<file path="config.mk">
export PLATFORM = sky130hd
export DESIGN_NAME = pipelined_csa_adder
export DESIGN_NICKNAME = d
export VERILOG_FILES = /design/src/rtl/pipelined_csa_adder.sv
export SDC_FILE = /design/constraint.sdc
export NUM_CORES = 1
export LEC_CHECK = 0
export ABC_CLOCK_PERIOD_IN_PS = 5500
export BUFFER_PORTS_ARGS = -buffer_cell sky130_fd_sc_hd__buf_2
export CAP_MARGIN = 20
export CORE_MARGIN = 2
export CORE_UTILIZATION = 50
export CTS_CLUSTER_SIZE = 20
export DETAILED_ROUTE_END_ITERATION = 8
export PLACE_DENSITY = 0.7
export SLEW_MARGIN = 20
export SYNTH_ARGS = -nofsm -noshare
export SYNTH_HDL_FRONTEND = slang
export SYNTH_SLANG_ARGS = --single-unit
</file>
<file path="constraint.sdc">
create_clock -name clk -period 5.5 [get_ports clk]
set_input_delay 0.825 -clock clk [delete_from_list [all_inputs] [get_ports clk]]
set_output_delay 0.825 -clock clk [all_outputs]
set_load 0.02 [all_outputs]
</file>
<file path="src/rtl/pipelined_csa_adder.sv">
// pipelined_csa_adder: NBLK-stage carry-select adder/subtractor with valid/ready flow control (optional ovf via CSA_OVF_EN)
//   clk, rst_n (async, active-low) | in_valid/in_ready, a, b, cin, sub in | out_valid/out_ready, sum, cout[, ovf] out
module pipelined_csa_adder #(
  parameter int WIDTH = 16,
  parameter int BLOCK = 4
) (
  input  logic             clk,
  input  logic             rst_n,
  input  logic             in_valid,
  output logic             in_ready,
  input  logic [WIDTH-1:0] a,
  input  logic [WIDTH-1:0] b,
  input  logic             cin,
  input  logic             sub,
  output logic             out_valid,
  input  logic             out_ready,
  output logic [WIDTH-1:0] sum,
  output logic             cout
`ifdef CSA_OVF_EN
  ,
  output logic             ovf
`endif
);
  localparam int NBLK = WIDTH / BLOCK;
  logic en;
  logic [WIDTH-1:0] ai [NBLK], bi [NBLK], si [NBLK], sn [NBLK], ar [NBLK], br [NBLK], sr [NBLK];
  logic ci [NBLK], vi [NBLK], vr [NBLK], cr [NBLK];
  logic [BLOCK:0] r0 [NBLK], r1 [NBLK], rs [NBLK];
  assign en = !out_valid | out_ready;
  assign in_ready = en;
  assign out_valid = vr[NBLK-1];
  assign sum = sr[NBLK-1];
  assign cout = cr[NBLK-1];
  // operands travel shifted down so each stage always finds its block in the low BLOCK bits
  always_comb begin
    ai[0] = a;
    bi[0] = sub ? ~b : b;
    ci[0] = sub | cin;
    vi[0] = in_valid;
    si[0] = '0;
    for (int k = 1; k < NBLK; k++) begin
      ai[k] = ar[k-1];
      bi[k] = br[k-1];
      ci[k] = cr[k-1];
      vi[k] = vr[k-1];
      si[k] = sr[k-1];
    end
    for (int k = 0; k < NBLK; k++) begin
      r0[k] = {1'b0, ai[k][BLOCK-1:0]} + {1'b0, bi[k][BLOCK-1:0]};
      r1[k] = {1'b0, ai[k][BLOCK-1:0]} + {1'b0, bi[k][BLOCK-1:0]} + (BLOCK+1)'(1);
      rs[k] = ci[k] ? r1[k] : r0[k];
      sn[k] = si[k] | (WIDTH'(rs[k][BLOCK-1:0]) << (k * BLOCK));
    end
  end
  always_ff @(posedge clk or negedge rst_n)
    if (!rst_n) begin
      for (int k = 0; k < NBLK; k++) begin
        vr[k] <= 1'b0;
        cr[k] <= 1'b0;
        sr[k] <= '0;
        ar[k] <= '0;
        br[k] <= '0;
      end
    end else if (en) begin
      for (int k = 0; k < NBLK; k++) begin
        vr[k] <= vi[k];
        cr[k] <= rs[k][BLOCK];
        sr[k] <= sn[k];
        ar[k] <= ai[k] >> BLOCK;
        br[k] <= bi[k] >> BLOCK;
      end
    end
`ifdef CSA_OVF_EN
  logic ovf_r;
  // carry into the MSB is recovered from the MSB's own operand and sum bits
  always_ff @(posedge clk or negedge rst_n)
    if (!rst_n) ovf_r <= 1'b0;
    else if (en) ovf_r <= ai[NBLK-1][BLOCK-1] ^ bi[NBLK-1][BLOCK-1] ^ rs[NBLK-1][BLOCK-1] ^ rs[NBLK-1][BLOCK];
  assign ovf = ovf_r & out_valid;
`endif
endmodule

</file>
==> results.md, run 1 <==
- Setup repair after global routing missed its margin: no
- Clock latency on the worst-skew pair: 0.37 ns
- Initial antenna violation count: 0
- H-tree Lvls: 3
- Largest clock skew in the final design: 0.0105 ns
- Achievable clock frequency: around 360 MHz
- Post-Layout Cell Count: 662
- Cell Count Post-Placement: 646
- Number of global-route vias before repair: approximately 3.4k
- Routed via count divided by cell count: ~5.1
- Path type of the worst setup path: in -> reg
- Final core utilization: approximately 57%
- Data required time at the worst endpoint: approximately 5.8 ns
- Initial Utilization: roughly half
- Final weighted congestion in routability-driven placement: ~0.87
- Number of unique standard cell types used by synthesis: 34
- Wirelength, routed: 8340 µm
- Portion of synthesized cell area occupied by the leading cell type: between 50% and 60%
- Endpoints failing setup: 0
- Cell area power density: a little under 600 nW/µm²
- Post-CTS Repair Setup Buffers: 0
- Sort of element at the end of the critical path: flop
- CTS clock-pin slew for the worst setup and hold paths: around 0.090 ns
- Final critical-path required period: 2.79 ns
- Number of design-rule violations left by the first detailed-router iteration: between 100 and 150
- Max-slew violation count: 0
- Sort of element at the start of the critical path: input port
- Synthesis Warnings: 0
- Antenna-violating nets left: 0
- Clock tree from TritonCTS: yes
- Synth Net Count: 564
- Post-route clock period utilization: 50.8%
- Share of cells above drive strength 1: 15.4%
- Fill cell instance count of the final layout: 843
- Outcome: finished, final reports clean
- Worst Slack Setup Final: roughly 2.7 ns
- Critical path arrival: approximately 3.1 ns
- Wire length of the first global-routing pass: roughly 15000 µm
- Relative slew slack: a little under half
- Library cell with the largest summed area after synthesis: dfrtp_1
- Cell chosen for the clock root: clkbuf_8
- Register-to-Register Setup Slack: between 3 and 4 ns
- Pin count of the biggest net entering global routing: between 80 and 90
- Maxcap violations: 0
- Die H: between 90 and 100 µm
- Routed via count: around 3.4k
- Total number of nets in the final design: about 600
- Synth area leaders: dfrtp_1, nand2_1, ha_1, xnor2_1, o21ai_0
- Sequential cell area fraction in the yosys report: 52.2%
- Post-DP Area: slightly below 5000 µm²
- Synth Register Bits: 96
- Number of standard cells after synthesis: between 500 and 600
- Synthesis-to-layout area growth: 12.4%
- Row cnt: 35
- Overflow left after global routing: 0
- Combined area of all synthesized cells: roughly 4600 µm²
- Number of hold violations in the final report: 0
- Die Width: ~100 µm
- Buffer depth of the longest clock path: 2
- Slew at the pin with the worst max-slew slack: about 0.8 ns
- Antenna diode count: 0
- Total core area: 9060 µm²
- Port buffer count: 56
- Register area: 2400 µm²
- # IOs: 57
- IR drop worst, VDD: about 0.31 mV
- Type of the tightest min-delay check: in -> async
- Final instance area: ~5200 µm²
- Multi-input gate area: between 2000 and 2500 µm²
- Avg Inst Size Synth: ~9 µm²
- Maximum fanout along the worst path: 18
- Detailed Place HPWL: ~5800 µm
- Setup TNS: 0 ns
- Hold-fix buffer count after cts: 0
- Avg WL per Cell: ~13 µm
- Number of gates resized after CTS: 0
- Placement-stage worst setup slack: 2.33 ns
- DRC violations left: 0
- Number of iterations in the first detailed-routing pass: 4
- Combined global-route utilization of all metal layers: 18.7%
- Die ar.: between 9000 and 10000 µm²
- Leakage power: 2.67 nW
- Sink Count: 96
- Total clock buffers created by CTS: 9
-- final cells by class --
type,instances,area share (%)
sequential,96,46.4
tap,111,2.69
clock inverter,6,1.77
multi-input combinational,375,40.2
inverter,5,0.363
clock buffer,10,2.66
timing repair buffer,59,5.90
-- report_power, final --
| group | switching [W] | leakage, nW | internal (W) |
|---|---|---|---|
| logic | 0.000754 | 1.40 | 0.000509 |
| registers | 0.000185 | 1.16 | 0.00102 |
| clock network | 0.000248 | 0.110 | 0.000271 |
| total | 0.00119 | 2.67 | 0.00180 |
-- cell families after synthesis --
| kind of cell | synth area share [%] |
|---|---|
| DFF | 52.2 |
| buffers and inverters | 2.80 |
| and+or+nand+nor | 23.0 |
| AOI/OAI and AO/OA | 7.99 |
| adders and majority gates | 7.18 |
| xor gates and xnor gates | 5.74 |
| muxes | 1.11 |
-- flip-flops by register name (all words and copies together), names as in the netlist --
register,count
ci,3
bi,24
sum,16
ai,24
cout,1
out_valid,1
vi,3
si,24
-- worst max-delay path, stage by stage --
cell and delay, ns:
buf_2 0.38, xor2_1 0.13, ha_1 0.23, fa_1 0.54
ha_1 0.17, o21ai_1 0.08, nand2b_1 0.19, o31a_1 0.31
o31ai_1 0.21
-- Yosys cell counts, drive strengths merged --
cell	instances
inv	5
o31ai	4
o21ai	23
ha	20
xor2	10
a21o	10
and3	4
nand2	218
nand3	13
mux2i	4
nand4b	1
clkbuf	11
buf	15
a211o	3
dfrtp	96
a21oi	17
and2	1
xnor2	15
nor2b	1
nand4	6
fa	4
o31a	4
nand2b	2
nor3	3
nor4	4
mux2	1
xnor3	1
nor2	6
-- stage by stage --
stage / hold slack [ns] / power, W
2_1_floorplan: 0.430 / 0.00218
3_3_place_gp: 0.448 / 0.00245
3_5_place_dp: 0.455 / 0.00250
4_1_cts: 0.468 / 0.00302
5_1_grt: 0.493 / 0.00326
6_report: 0.443 / 0.00299
-- routing by layer --
metal | GRT usage (%) | vias up | part of all wire [%]
li1 | - | 1716 | -
met1 | 23.5 | 1619 | 46
met2 | 31.9 | 48 | 49
met3 | 3.48 | 15 | 2.4
met4 | 7.80 | 0 | 2.2
met5 | 0 | - | 0
-- final timing paths --
check | start | end | cells after the start
setup / recovery | sub | ci[2] | 9
hold / removal | rst_n | sum[13] | 1
setup reg to reg | ai[0] | cout | 6
hold reg to reg | sum[0] | sum[0] | 2
max in group asynchronous | rst_n | si[21] | 2
min in group clk | sum[0] | sum[0] | 2
-- cells in the final DEF (no fill, tap or decap), types with 7 or more instances in the layout --
| cell | instances |
|---|---|
| ha_1 | 20 |
| a21oi_1 | 17 |
| a21o_1 | 9 |
| nand3_1 | 10 |
| nand2_1 | 218 |
| buf_2 | 55 |
| xnor2_1 | 15 |
| o21ai_0 | 22 |
| xor2_1 | 7 |
| clkbuf_8 | 10 |
| dfrtp_1 | 96 |
No activity file was read; power rests on OpenSTA's default activity.
==> run 2, diff against run 1 <==
- ABC_CLOCK_PERIOD_IN_PS: 5500 -> 2800
- clock period: 5.5 -> 2.8 ns (I/O delays scaled with it)
==> run 2 against run 1 <==
  * Clock power up 76%
  * Setup slack worse by 2.0 ns
  * Core utilization increased by 0.069 points
  * Global-route usage hardly changed
  * First-iteration DRC count up 8.1%
  * Non-clock buffer count rose by 2
  * Wire length is 2.0% higher
==> results.md, run 2 (synthesis results as in run 1) <==
- Outcome: finished, final reports clean
- Total number of nets in the final design: roughly 600
- Routed via count divided by cell count: between 5 and 6
- Leakage power: 2.67 nW
- Post-CTS Repair Setup Buffers: 0
- Total core area: ~9100 µm²
- Avg WL per Cell: 12.8 µm
- Setup TNS: 0 ns
- DRC violations left: 0
- Worst Slack Setup Final: between 0.6 and 0.7 ns
- CTS clock-pin slew for the worst setup and hold paths: roughly 0.1 ns
- Crit path cell chain: ha_1, fa_1, ha_1, nand3_2, o31a_1, o31ai_1
- Number of gates on the worst path with buffers counted: 6
- Highest-count cells in the layout ignoring fill and taps: nand2_1, dfrtp_1, buf_2
- # IOs: 57
- Buffer depth of the longest clock path: 2
- Number of hold violations in the final report: 0
- Setup repair after global routing missed its margin: no
- Slew at the pin with the worst max-slew slack: about 0.53 ns
- Combined global-route utilization of all metal layers: 18.7%
- Depth of the worst register-to-register path: 6
- Data required time at the worst endpoint: slightly above 3 ns
- Type of the tightest min-delay check: in -> async
- Hold-fix buffer count after cts: 0
- Clock tree from TritonCTS: yes
- Port buffer count: 56
- Sink Count: 96
- Maximum fanout along the worst path: 3
- Initial Utilization: between 50% and 60%
- Sort of element at the start of the critical path: flop
- Cell occurring most often along the worst timing path: ha_1
- Number of design-rule violations left by the first detailed-router iteration: about 130
- Antenna diode count: 0
- Worst reg2reg startpoint: ai[0]
- Number of gates resized after CTS: 0
- Buffer and inverter count on the worst path: 0
- Wirelength, routed: 8510 µm
- Endpoints failing setup: 0
- Routed via count: between 3k and 4k
- Share of cells above drive strength 1: between 10% and 20%
- Max-slew violation count: 0
- Register-to-Register Setup Slack: 0.68 ns
- Largest stage delay on the critical path: approximately 0.55 ns
- Final weighted congestion in routability-driven placement: roughly 0.8
- IR drop worst, VDD: approximately 0.36 mV
- Die ar.: approximately 10000 µm²
- Family with the most delay on the worst path: adder cells
- Number of iterations in the first detailed-routing pass: 4
- Total clock buffers created by CTS: 9
- Placement-stage worst setup slack: just under 0.3 ns
- Wire length of the first global-routing pass: ~15000 µm
- Achievable clock frequency: about 470 MHz
- Crit path max-delay cell type: fa_1
- H-tree Lvls: 3
- Critical Path Source: ai[0]
- Final critical-path required period: 2.12 ns
- Initial antenna violation count: 0
- Row cnt: 35
- Path type of the worst setup path: reg -> reg
- Cell chosen for the clock root: clkbuf_8
- Overflow left after global routing: 0
- Detailed Place HPWL: between 5000 and 6000 µm
- Number of global-route vias before repair: between 3k and 4k
- Sort of element at the end of the critical path: flop
- Maxcap violations: 0
- Most common cell after layout, fill and taps aside: nand2_1
- CP Capture Point: cout
- Pin count of the biggest net entering global routing: roughly 120
- Post-route clock period utilization: around 76%
- Critical path arrival: about 2.4 ns
- Die Width: 99.9 µm
- Die H: 99.9 µm
- Relative slew slack: between 60% and 70%
- Cell area power density: 1120 nW/µm²
- Worst flop-to-flop path endpoint: cout
- Antenna-violating nets left: 0
- Synthesis-to-layout area growth: 12.5%
- Largest clock skew in the final design: 0.0101 ns
- Clock latency on the worst-skew pair: between 0.3 and 0.4 ns
==> run 2: changes by cell type in the layout (fill, tap and decap cells not counted), sizes merged <==
cell,change
buf,+2
bufinv,-1
clkinv,+1
==> run 2: routing by layer <==
layer | global-route usage, % | share of wire [%] | vias to the layer above
met5 | 0 | 0 | -
met4 | 8.54 | 2.2 | 0
met3 | 2.79 | 2.3 | 11
met2 | 32.3 | 50 | 42
met1 | 23.3 | 46 | 1646
li1 | - | - | 1716
==> run 2: worst min path at each step <==
| stage | from | cells after the start | endpoint |
|---|---|---|---|
| global placement | rst_n | 1 | sum[10] |
| global route | rst_n | 1 | ai[40] |
| finish | rst_n | 1 | ai[40] |
| CTS | rst_n | 1 | ai[40] |
| detailed placement | rst_n | 1 | sum[12] |
| floorplan | rst_n | 0 | ai[0] |
==> run 2: per-stage QoR <==
| stage | total power [W] | hold WS [ns] | util, % | area, µm² | std cells |
|---|---|---|---|---|---|
| 3_5_place_dp | 0.00494 | 0.439 | 55.0 | 4980 | 648 |
| 2_1_floorplan | 0.00428 | 0.124 | - | 4600 | 502 |
| 6_report | 0.00578 | 0.0212 | 57.1 | 5180 | 664 |
| 5_1_grt | 0.00629 | 0.0544 | 57.1 | 5180 | 664 |
| 4_1_cts | 0.00585 | 0.0289 | 57.1 | 5180 | 664 |
| 3_3_place_gp | 0.00482 | 0.429 | 55.0 | 4980 | 648 |
==> run 2: final cells by class <==
class / instances / area, µm²
flip-flops and latches: 96 / 2400
multi-input cells: 375 / 2080
repair buffers: 61 / 345
fillers: 826 / 3890
well taps: 111 / 139
clock inverters: 6 / 67.6
inverters: 5 / 18.8
clock buffers: 10 / 128
==> run 2: power breakdown <==
group,internal [W],switching [W],leakage [nW],total (W)
Sequential,0.00200,0.000367,1.16,0.00237
Combinational,0.00102,0.00148,1.42,0.00250
Clock,0.000416,0.000495,0.0929,0.000911
Total,0.00344,0.00235,2.67,0.00578
